==> src/rtl/fp_cvt_d_wu_seq.sv <==
// Multi-cycle 32-bit unsigned integer to IEEE 754 double converter (FCVT.D.WU).
// Define FP_CVT_D_WU_SIGNED_EN to add the is_signed port for FCVT.D.W.
module fp_cvt_d_wu_seq #(
   parameter int STEP = 4
) (
   input  logic        clk,
   input  logic        rst,
   input  logic        in_valid,
   output logic        in_ready,
   input  logic [31:0] wu,
`ifdef FP_CVT_D_WU_SIGNED_EN
   input  logic        is_signed,
`endif
   output logic        out_valid,
   input  logic        out_ready,
   output logic [63:0] d
);

   typedef enum logic [1:0] {
      IDLE = 2'd0,
      NORM = 2'd1,
      DONE = 2'd2
   } state_t;

   state_t      state_reg, state_next;
   logic [31:0] mag_reg, mag_next;
   logic [4:0]  exp_cnt_reg, exp_cnt_next;
   logic [63:0] d_reg, d_next;
   logic        sign_reg, sign_next;

   logic        coarse_zero;
   logic [31:0] op_mag;
   logic        op_neg;
   logic [10:0] exp_field;

   // The coarse shift is only taken when the whole top STEP bits are clear,
   // so it can never skip past the leading one.
   generate
      if (STEP > 1) begin : g_coarse
         assign coarse_zero = (mag_reg[31 -: STEP] == '0);
      end else begin : g_fine_only
         assign coarse_zero = 1'b0;
      end
   endgenerate

`ifdef FP_CVT_D_WU_SIGNED_EN
   assign op_neg = is_signed & wu[31];
   assign op_mag = op_neg ? (~wu + 32'd1) : wu;
`else
   assign op_neg = 1'b0;
   assign op_mag = wu;
`endif

   assign exp_field = 11'd1023 + 11'(exp_cnt_reg);

   assign in_ready  = (state_reg == IDLE);
   assign out_valid = (state_reg == DONE);
   assign d         = d_reg;

   always_ff @(posedge clk or posedge rst) begin
      if (rst) begin
         state_reg   <= IDLE;
         mag_reg     <= '0;
         exp_cnt_reg <= '0;
         d_reg       <= '0;
         sign_reg    <= 1'b0;
      end else begin
         state_reg   <= state_next;
         mag_reg     <= mag_next;
         exp_cnt_reg <= exp_cnt_next;
         d_reg       <= d_next;
         sign_reg    <= sign_next;
      end
   end

   always_comb begin
      state_next   = state_reg;
      mag_next     = mag_reg;
      exp_cnt_next = exp_cnt_reg;
      d_next       = d_reg;
      sign_next    = sign_reg;
      case (state_reg)
         IDLE: begin
            if (in_valid) begin
               mag_next     = op_mag;
               exp_cnt_next = 5'd31;
               sign_next    = op_neg;
               if (wu == 32'd0) begin
                  // Zero is always +0.0, even for a signed operand
                  d_next     = 64'd0;
                  state_next = DONE;
               end else begin
                  state_next = NORM;
               end
            end
         end
         NORM: begin
            if (mag_reg[31]) begin
               d_next     = {sign_reg, exp_field, mag_reg[30:0], 21'd0};
               state_next = DONE;
            end else if (coarse_zero) begin
               mag_next     = mag_reg << STEP;
               exp_cnt_next = exp_cnt_reg - 5'(STEP);
            end else begin
               mag_next     = mag_reg << 1;
               exp_cnt_next = exp_cnt_reg - 5'd1;
            end
         end
         DONE: begin
            if (out_ready) begin
               state_next = IDLE;
            end
         end
         default: begin
            state_next = IDLE;
         end
      endcase
   end

endmodule

==> config.mk <==
export PLATFORM = sky130hd
export DESIGN_NAME = fp_cvt_d_wu_seq
export DESIGN_NICKNAME = d
export VERILOG_FILES = /design/src/rtl/fp_cvt_d_wu_seq.sv
export SDC_FILE = /design/constraint.sdc
export NUM_CORES = 1
export LEC_CHECK = 0
export ABC_AREA = 1
export CAP_MARGIN = 20
export CORE_MARGIN = 8
export CORE_UTILIZATION = 50
export DETAILED_ROUTE_END_ITERATION = 10
export GPL_TIMING_DRIVEN = 1
export HOLD_SLACK_MARGIN = 0.03
export PLACE_DENSITY_LB_ADDON = 0.05
export SYNTH_ARGS = -nofsm -noshare
export SYNTH_HDL_FRONTEND = slang
export SYNTH_SLANG_ARGS = --single-unit
==> constraint.sdc <==
create_clock -name clk -period 3.7 [get_ports clk]
set_input_delay 0.74 -clock clk [delete_from_list [all_inputs] [get_ports clk]]
set_output_delay 0.74 -clock clk [all_outputs]
set_load 0.01 [all_outputs]
* After elaboration in Yosys (flattened, before gate mapping) *
Cells that the tools add are included.

cells by class
  add/subtract/negate cells = 3
  equality and inequality tests = 7
  multiplexer cells = 17
  reduce and logical (&&, ||, !) cells = 8

operators by type and width
  cell                   count
  $mux 64                3
  $pmux 64 s2            1
  $mux 32                3
  $pmux 32 s2            1
  $logic_not 32->1       1
  $mux 5                 3
  $add 10x5->11 const A  1
  $pmux 5 s2             1
  $mux 2                 4
  $ne 2x2->1 const B     3
  $pmux 2 s3             1
  $reduce_and 3->1       2
  $sub 5x1->5 const B    1
  $sub 5x3->5 const B    1
  $logic_not 4->1        1
  $ne 2x1->1 const B     2
  $reduce_and 4->1       1
  $eq 2x1->1 const B     1
  $eq 2x2->1 const B     1
  $logic_not 2->1        1
  $reduce_and 2->1       1
  $reduce_bool 2->1      1

storage, ports and cells
  flip-flop bits (word level) = 103
  input bits = 36
  output and inout port bits = 66
  logic and storage cells = 40

* Logic depth before layout (Yosys ltp) *
Gate-level depths: netlist (run 1).

  depth after elaboration = 4
  gate-level depth with buffers = 10
  gate-level depth less buffers = 10

* Worst setup path before layout (run 1) *
No wires, ideal clock.

  path type = input-to-reg
  from = input port wu[6]
  to = register d_reg[61] (netlist: d[61])
  setup time = 0.118 ns
  arrival time = 1.602 ns
  data required time = 3.582 ns
  path slack = 1.980 ns
  stages on the path = 9
  path buffers = 1
  cells stage by stage = nor2_1 > nand2_1 > nor2_1 > nand2_1 > o21ai_2 > nand2_2 > buf_6 > nand2_1 > nand2_1

between the ends
  cells in the longest elaborated chain, start to end = 3

ends and longest elaborated chain
  item                        RTL line  source
  start, declared             10        input logic [31:0] wu,
  $logic_not 32->1            88        if (wu == 32'd0) begin
  $ne 2x1->1 (no line)        -
  $reduce_and 4->1 (no line)  -
  end signal, assigned        71        d_reg <= d_next;
  end, declared               28        logic [63:0] d_reg, d_next;

Every way passes these cells.
A chain may end at the register's enable or synchronous reset.

* Worst setup path after layout (run 1) *
  from = input port wu[31]
  to = register d_reg[30] (netlist: d[30])

Same word-level chain as after synthesis.

==> impl_results.md, run 1 <==
- Outcome: finished, final reports clean
- Post-CTS Resized: 0
- Sequential share of the synthesized area: 0.480
- R2r setup slk: 1.37 ns
- Worst EP arrival: 2.65 ns
- Nets: 609
- GPL Wtd Cong: 0.845
- Routed WL per cell: 15.7 um
- TritonCTS Buffers: 9
- CTS clk-pin slew, worst paths: 0.08 ns
- Post-Place Cells: 662
- CTS tree: done
- Number of cells on the worst reg-to-reg path: 8
- Worst hold path depth: 2
- Met3 usage in global routing: 0.0461
- RSZ-0062 raised after global routing: false
- I/O Buffers: 79
- Async SR Flop Fraction: 1.00
- Pre-antenna DRT Iters: 5
- GR Util met2: 0.305
- Yosys warning total: 0
- Post-Syn Area: 0.00417 mm2
- Die area: 0.0115 mm2
- Fmax achieved: 416 MHz
- Clock tree buffer depth: 2
- First-pass GRT wire length: 18,000 um
- Yosys top cell area share: 0.480
- Antenna violations before repair: 0
- R2R Path End: d[30]
- Post-DP HPWL: 7330 um
- Slew headroom: 0.474
- Power Dens Cells: 867 mW/mm2
- Total global-route track usage: 0.194
- Vias per inst: 5.29
- Yosys reg bits: 80
- VDD IR max: 483 uV
- Synth area leaders: dfrtp_1, nand2_1, a21oi_1, nand3_1, a22oi_1
- Fin. Hold Viols: 0
- Setup TNS: 0 ns
- Critical setup path kind: primary input to register
- Io pins: 102
- Max reg flops: 41
- Core box area: 0.00813 mm2
- Drt initial violations: 253
- DRC viols: 0
- Dominant cell type by area after synthesis: dfrtp_1
- Hold Buf Count CTS: 0
- Vias in the first global route: 3,637
- Synthesized instance count: 503
- Clock Latency Late Sink: 0.36 ns
- Min cycle time layout: 2.40 ns
- Fillers: 711
- Max-cap violations: 0
- Met1 GRT Util: 0.252
- Routed Antenna Nets: 0
- Final WL: 10,600 um
- Avg Inst Size Synth: 8.29 um2
- Count of final setup violators: 0
- Slew @ Worst Pin: 0.787 ns
- Via count: 3,595
- Top FF cell, synth: dfrtp_1
- Hold Path Sink: d[50]
- Most used routing layer: met2
- Setup crit end kind: register
- R2r startpoint: state_reg[0]
- Starting Density: 0.513
- Layout Cells excl Fill: 679
- Worst Path Required: 3.94 ns
- Post-CTS Setup Inserts: 0
- Clk sink count: 80
- Critical path launch point type: primary input
- P_leak: 2.49 nW
- GRT overflow: 0
- Max-slew violation count: 0
- Fin util: 0.629
- Clk root buf: clkbuf_8
- ANT cells: 0
- Fin crit share: 0.650
- Worst hold-check path type: register to register
- Number of enable flip-flop cells after synthesis: 0
- Pin count of the biggest net entering global routing: 46
- Unique masters post-synth: 29
- Area grow syn2layout: 22.7%
- H-tree Lvls: 3
- Die W: 107 um
- Layout cells sized above 1: 0.0662
- FP Rows: 33
- Clock skew: 0.0123 ns
- Die height: 107 um
- CP Max Fanout: 42
- Worst hold start: d[50]
metrics by stage:
step	power (mW)	instance area [um2]	hold WS [ns]	setup slack (ns)
floorplan	2.97	4250	0.471	0.908
global placement	3.62	4860	0.453	0.992
detailed placement	3.67	4860	0.458	0.932
CTS	4.43	5090	0.478	1.29
global route	4.80	5120	0.492	1.07
finish	4.44	5120	0.473	1.30
cell type report:
cell class	instances	area, um2	area share
tap	105	131	0.0257
timing repair buffer	86	876	0.171
clock inverter	6	92.6	0.0181
inverter	50	189	0.0369
clock buffer	10	138	0.0269
multi-input combinational	342	1690	0.330
sequential	80	2000	0.391
Yosys cell counts (4+ instances only):
cell and count:
a21oi_1 57, buf_4 24, buf_6 11, o21ai_0 29
nand4_1 5, a22oi_1 24, a22oi_2 5, clkbuf_1 14
ha_1 4, nand3_1 38, dfrtp_1 80, nand2_1 107
inv_1 47, o21ai_1 10, nor2_1 27
logic make-up (layout without fill, tap and decap cells):
logic type,count (synthesis),count (layout),share of synthesized area
simple gates,184,184,0.186
other cells,1,22,0.000899
xor+xnor,2,2,0.00420
fa+ha+maj,4,4,0.0120
buf+inv,102,152,0.134
flops,80,80,0.480
compound gates,130,130,0.183
critical path, stage by stage:
cell and delay, ns:
clkdlybuf4s50_1 0.44, nor2_1 0.15, nand2_1 0.10, nor2_1 0.12
nand2_1 0.08, o21ai_2 0.23, nand2_2 0.49, nand2_1 0.19
nand2_1 0.07
routing by layer:
layer	share of wire	routed length [um]
met1	0.44	4700
met2	0.47	5050
met3	0.066	702
met4	0.017	180
met5	0	0
power by group:
part / internal [mW] / leakage, nW / switching (mW)
clock: 0.400 / 0.109 / 0.337
combinational: 0.907 / 1.44 / 1.21
sequential: 1.29 / 0.943 / 0.284
how the worst max path moves through the flow:
stage	to	start	slack (ns)
after floorplan	d[21]	rst	0.91
after global placement	d[21]	wu[16]	0.99
after detailed placement	d[30]	wu[20]	0.93
after CTS	d[30]	wu[31]	1.29
after global routing	d[31]	wu[10]	1.07
final	d[30]	wu[31]	1.30
cell usage in the layout, fill, tap and decap left out:
cell	synthesis	routed
bufinv_16	0	2
a22oi_1	24	24
nand4_1	5	5
a32o_1	1	1
dfrtp_1	80	80
nand3b_1	1	1
o22ai_1	1	1
clkbuf_8	0	10
clkinv_2	0	1
nand3_1	38	38
xor2_1	2	2
nor2_4	1	1
o21ai_2	1	1
ha_1	4	4
inv_1	47	46
buf_12	0	1
o21ai_1	10	10
clkinv_4	0	2
buf_4	24	5
inv_2	3	3
a22oi_2	5	5
o21ai_0	29	29
conb_1	1	22
buf_16	0	1
a21oi_1	57	57
and2_1	1	1
nand2_2	3	3
o211ai_1	1	1
nand2_1	107	107
clkinvlp_4	0	2
a32oi_1	1	1
clkdlybuf4s50_1	0	79
nor2_1	27	27
nor2_2	1	1
Power figures use the tool's default switching activity.
==> inputs of run 2 (changes only) <==
--- a/config.mk
+++ b/config.mk
@@ -8,7 +8,7 @@
 export ABC_AREA = 1
 export CAP_MARGIN = 20
 export CORE_MARGIN = 8
-export CORE_UTILIZATION = 50
+export CORE_UTILIZATION = 45
 export DETAILED_ROUTE_END_ITERATION = 10
 export GPL_TIMING_DRIVEN = 1
 export HOLD_SLACK_MARGIN = 0.03
==> constraint.sdc (replaced) <==
create_clock -name clk -period 2.2 [get_ports clk]
set_input_delay 0.44 -clock clk [delete_from_list [all_inputs] [get_ports clk]]
set_output_delay 0.44 -clock clk [all_outputs]
set_load 0.01 [all_outputs]
==> impl_results.md, run 2 (same netlist as run 1, synthesis figures left out) <==
- Area grow syn2layout: 23.7%
- Most frequent cells in the layout: nand2_1, dfrtp_1, clkdlybuf4s50_1, a21oi_1, inv_1
- Vias in the first global route: 3,726 (+2.4%)
- Fin. Hold Viols: 0 (unchanged)
- Most common cell after layout, fill and taps aside: nand2_1
- CP Max Fanout: 4 (-90%)
- Min cycle time layout: 2.04 ns
- Nets: 615 (+0.99%)
- Power Dens Cells: 1430 mW/mm2 (+65%)
- Setup crit end kind: output port
- Count of final setup violators: 0 (unchanged)
- Clk root buf: clkbuf_8
- Worst hold-check path type: register to register
- Starting Density: 0.458 (-0.0549)
- CTS clk-pin slew, worst paths: 0.08 ns (about the same)
- Vias per inst: 5.29 (-0.18%)
- Post-CTS Resized: 0 (unchanged)
- WL met2: 5000 um (-0.81%)
- CTS tree: done
- Die area: 0.0126 mm2 (+9.4%)
- Clk sink count: 80 (unchanged)
- Fin crit share: 0.929
- I/O Buffers: 79 (unchanged)
- Hold Buf Count CTS: 0 (unchanged)
- P_leak: 2.51 nW (+0.57%)
- First-pass GRT wire length: 17,900 um (-0.50%)
- TritonCTS Buffers: 9 (unchanged)
- Max-cap violations: 0 (unchanged)
- Max reg flops: 41 (unchanged)
- Pre-antenna DRT Iters: 4 (-1)
- Die W: 112 um (+4.6%)
- RSZ-0062 raised after global routing: false
- Total global-route track usage: 0.171 (-0.0223)
- Clock tree buffer depth: 2 (unchanged)
- Top Metal Used: met4
- Io pins: 102 (unchanged)
- Die height: 112 um (+4.6%)
- FP Rows: 35 (+6.1%)
- ANT cells: 0 (unchanged)
- GRT overflow: 0 (unchanged)
- Metal-1 WL: 4850 um (+3.1%)
- DP Worst Slack: 0.203 ns (-0.729 ns)
- Worst Path Required: 1.76 ns (-2.18 ns)
- Slew @ Worst Pin: 1.10 ns (+0.315 ns)
- DRC viols: 0 (unchanged)
- Final WL: 10,800 um (+1.2%)
- Post-DP HPWL: 7710 um (+5.1%)
- Routed Antenna Nets: 0 (unchanged)
- Worst EP arrival: 1.60 ns (-1.05 ns)
- Routed WL per cell: 15.6 um (-0.55%)
- Metal3 WL: 793 um (+13%)
- GPL Wtd Cong: 0.825 (-2.4%)
- VDD IR max: 614 uV (+27%)
- Clock Latency Late Sink: 0.34 ns (-0.02 ns)
- Drt initial violations: 175 (-31%)
- Hold slack: 0.472 ns (-0.000861 ns)
- Fin util: 0.567 (-0.0625)
- Worst setup margin: 0.155 ns (-1.14 ns)
- H-tree Lvls: 3 (unchanged)
- Critical path launch point type: register
- Clock skew: 0.00974 ns (-0.00257 ns)
- Layout Cells excl Fill: 691 (+1.8%)
- Core box area: 0.00911 mm2 (+12%)
- Slew headroom: 0.264 (-0.209)
- Pin count of the biggest net entering global routing: 61 (+33%)
- Via count: 3,652 (+1.6%)
- Critical setup path kind: register to output port
- Max-slew violation count: 0 (unchanged)
- Outcome: finished, final reports clean
- Post-CTS Setup Inserts: 0 (unchanged)
- Layout cells sized above 1: 0.0741 (+0.00794)
- Fmax achieved: 489 MHz
- Post-Place Cells: 675 (+2.0%)
- Setup TNS: 0 ns (unchanged)
- Antenna violations before repair: 0 (unchanged)
-- run 2: cell types whose count changed in the layout (fill, tap and decap cells not counted), sizes merged --
cell / delta
buf: +6
bufinv: -1
clkbuf: +2
clkinv: -2
clkinvlp: +1
-- run 2: per-layer routing --
metal | global-route usage | vias to the layer above
li1 | - | 1768
met1 | 0.214 | 1762
met2 | 0.280 | 109
met3 | 0.0494 | 13
met4 | 0.0513 | 0
met5 | 0 | -
-- run 2: path summary, 6_finish.rpt --
| check | start | end | slack [ns] | depth (start not counted) |
|---|---|---|---|---|
| hold / removal | d[44] | d[44] | 0.47 | 2 |
| min in group asynchronous | rst | d[41] | 0.48 | 2 |
| max in group asynchronous | rst | mag_reg[1] | 1.16 | 3 |
| hold reg to reg | d[44] | d[44] | 0.47 | 2 |
| setup reg to reg | state_reg[0] | mag_reg[17] | 0.34 | 5 |
| setup / recovery | state_reg[1] | in_ready | 0.16 | 2 |
-- run 2: where the power goes --
group / internal [mW] / switching [mW]
sequential: 2.18 / 0.475
clock: 0.559 / 0.538
combinational: 1.57 / 2.06
total: 4.31 / 3.07
-- run 2: cell type report --
class | count | area (um2)
clock inverter | 4 | 53.8
sequential | 80 | 2000
fill | 880 | 3950
timing repair buffer | 92 | 938
inverter | 50 | 191
tap | 111 | 139
clock buffer | 12 | 145
multi-input combinational | 342 | 1690
-- run 2: worst max-delay path, cell delays in order, from the launching register on --
cell and delay (ns):
dfrtp_1 0.45, nor2_2 0.23, clkdlybuf4s50_1 0.59
-- run 2: per-stage QoR --
stage | cell area [um2] | power, mW
floorplan | 4250 | 4.99
global placement | 4960 | 6.25
detailed placement | 4960 | 6.33
CTS | 5160 | 7.45
global route | 5160 | 7.98
finish | 5160 | 7.38
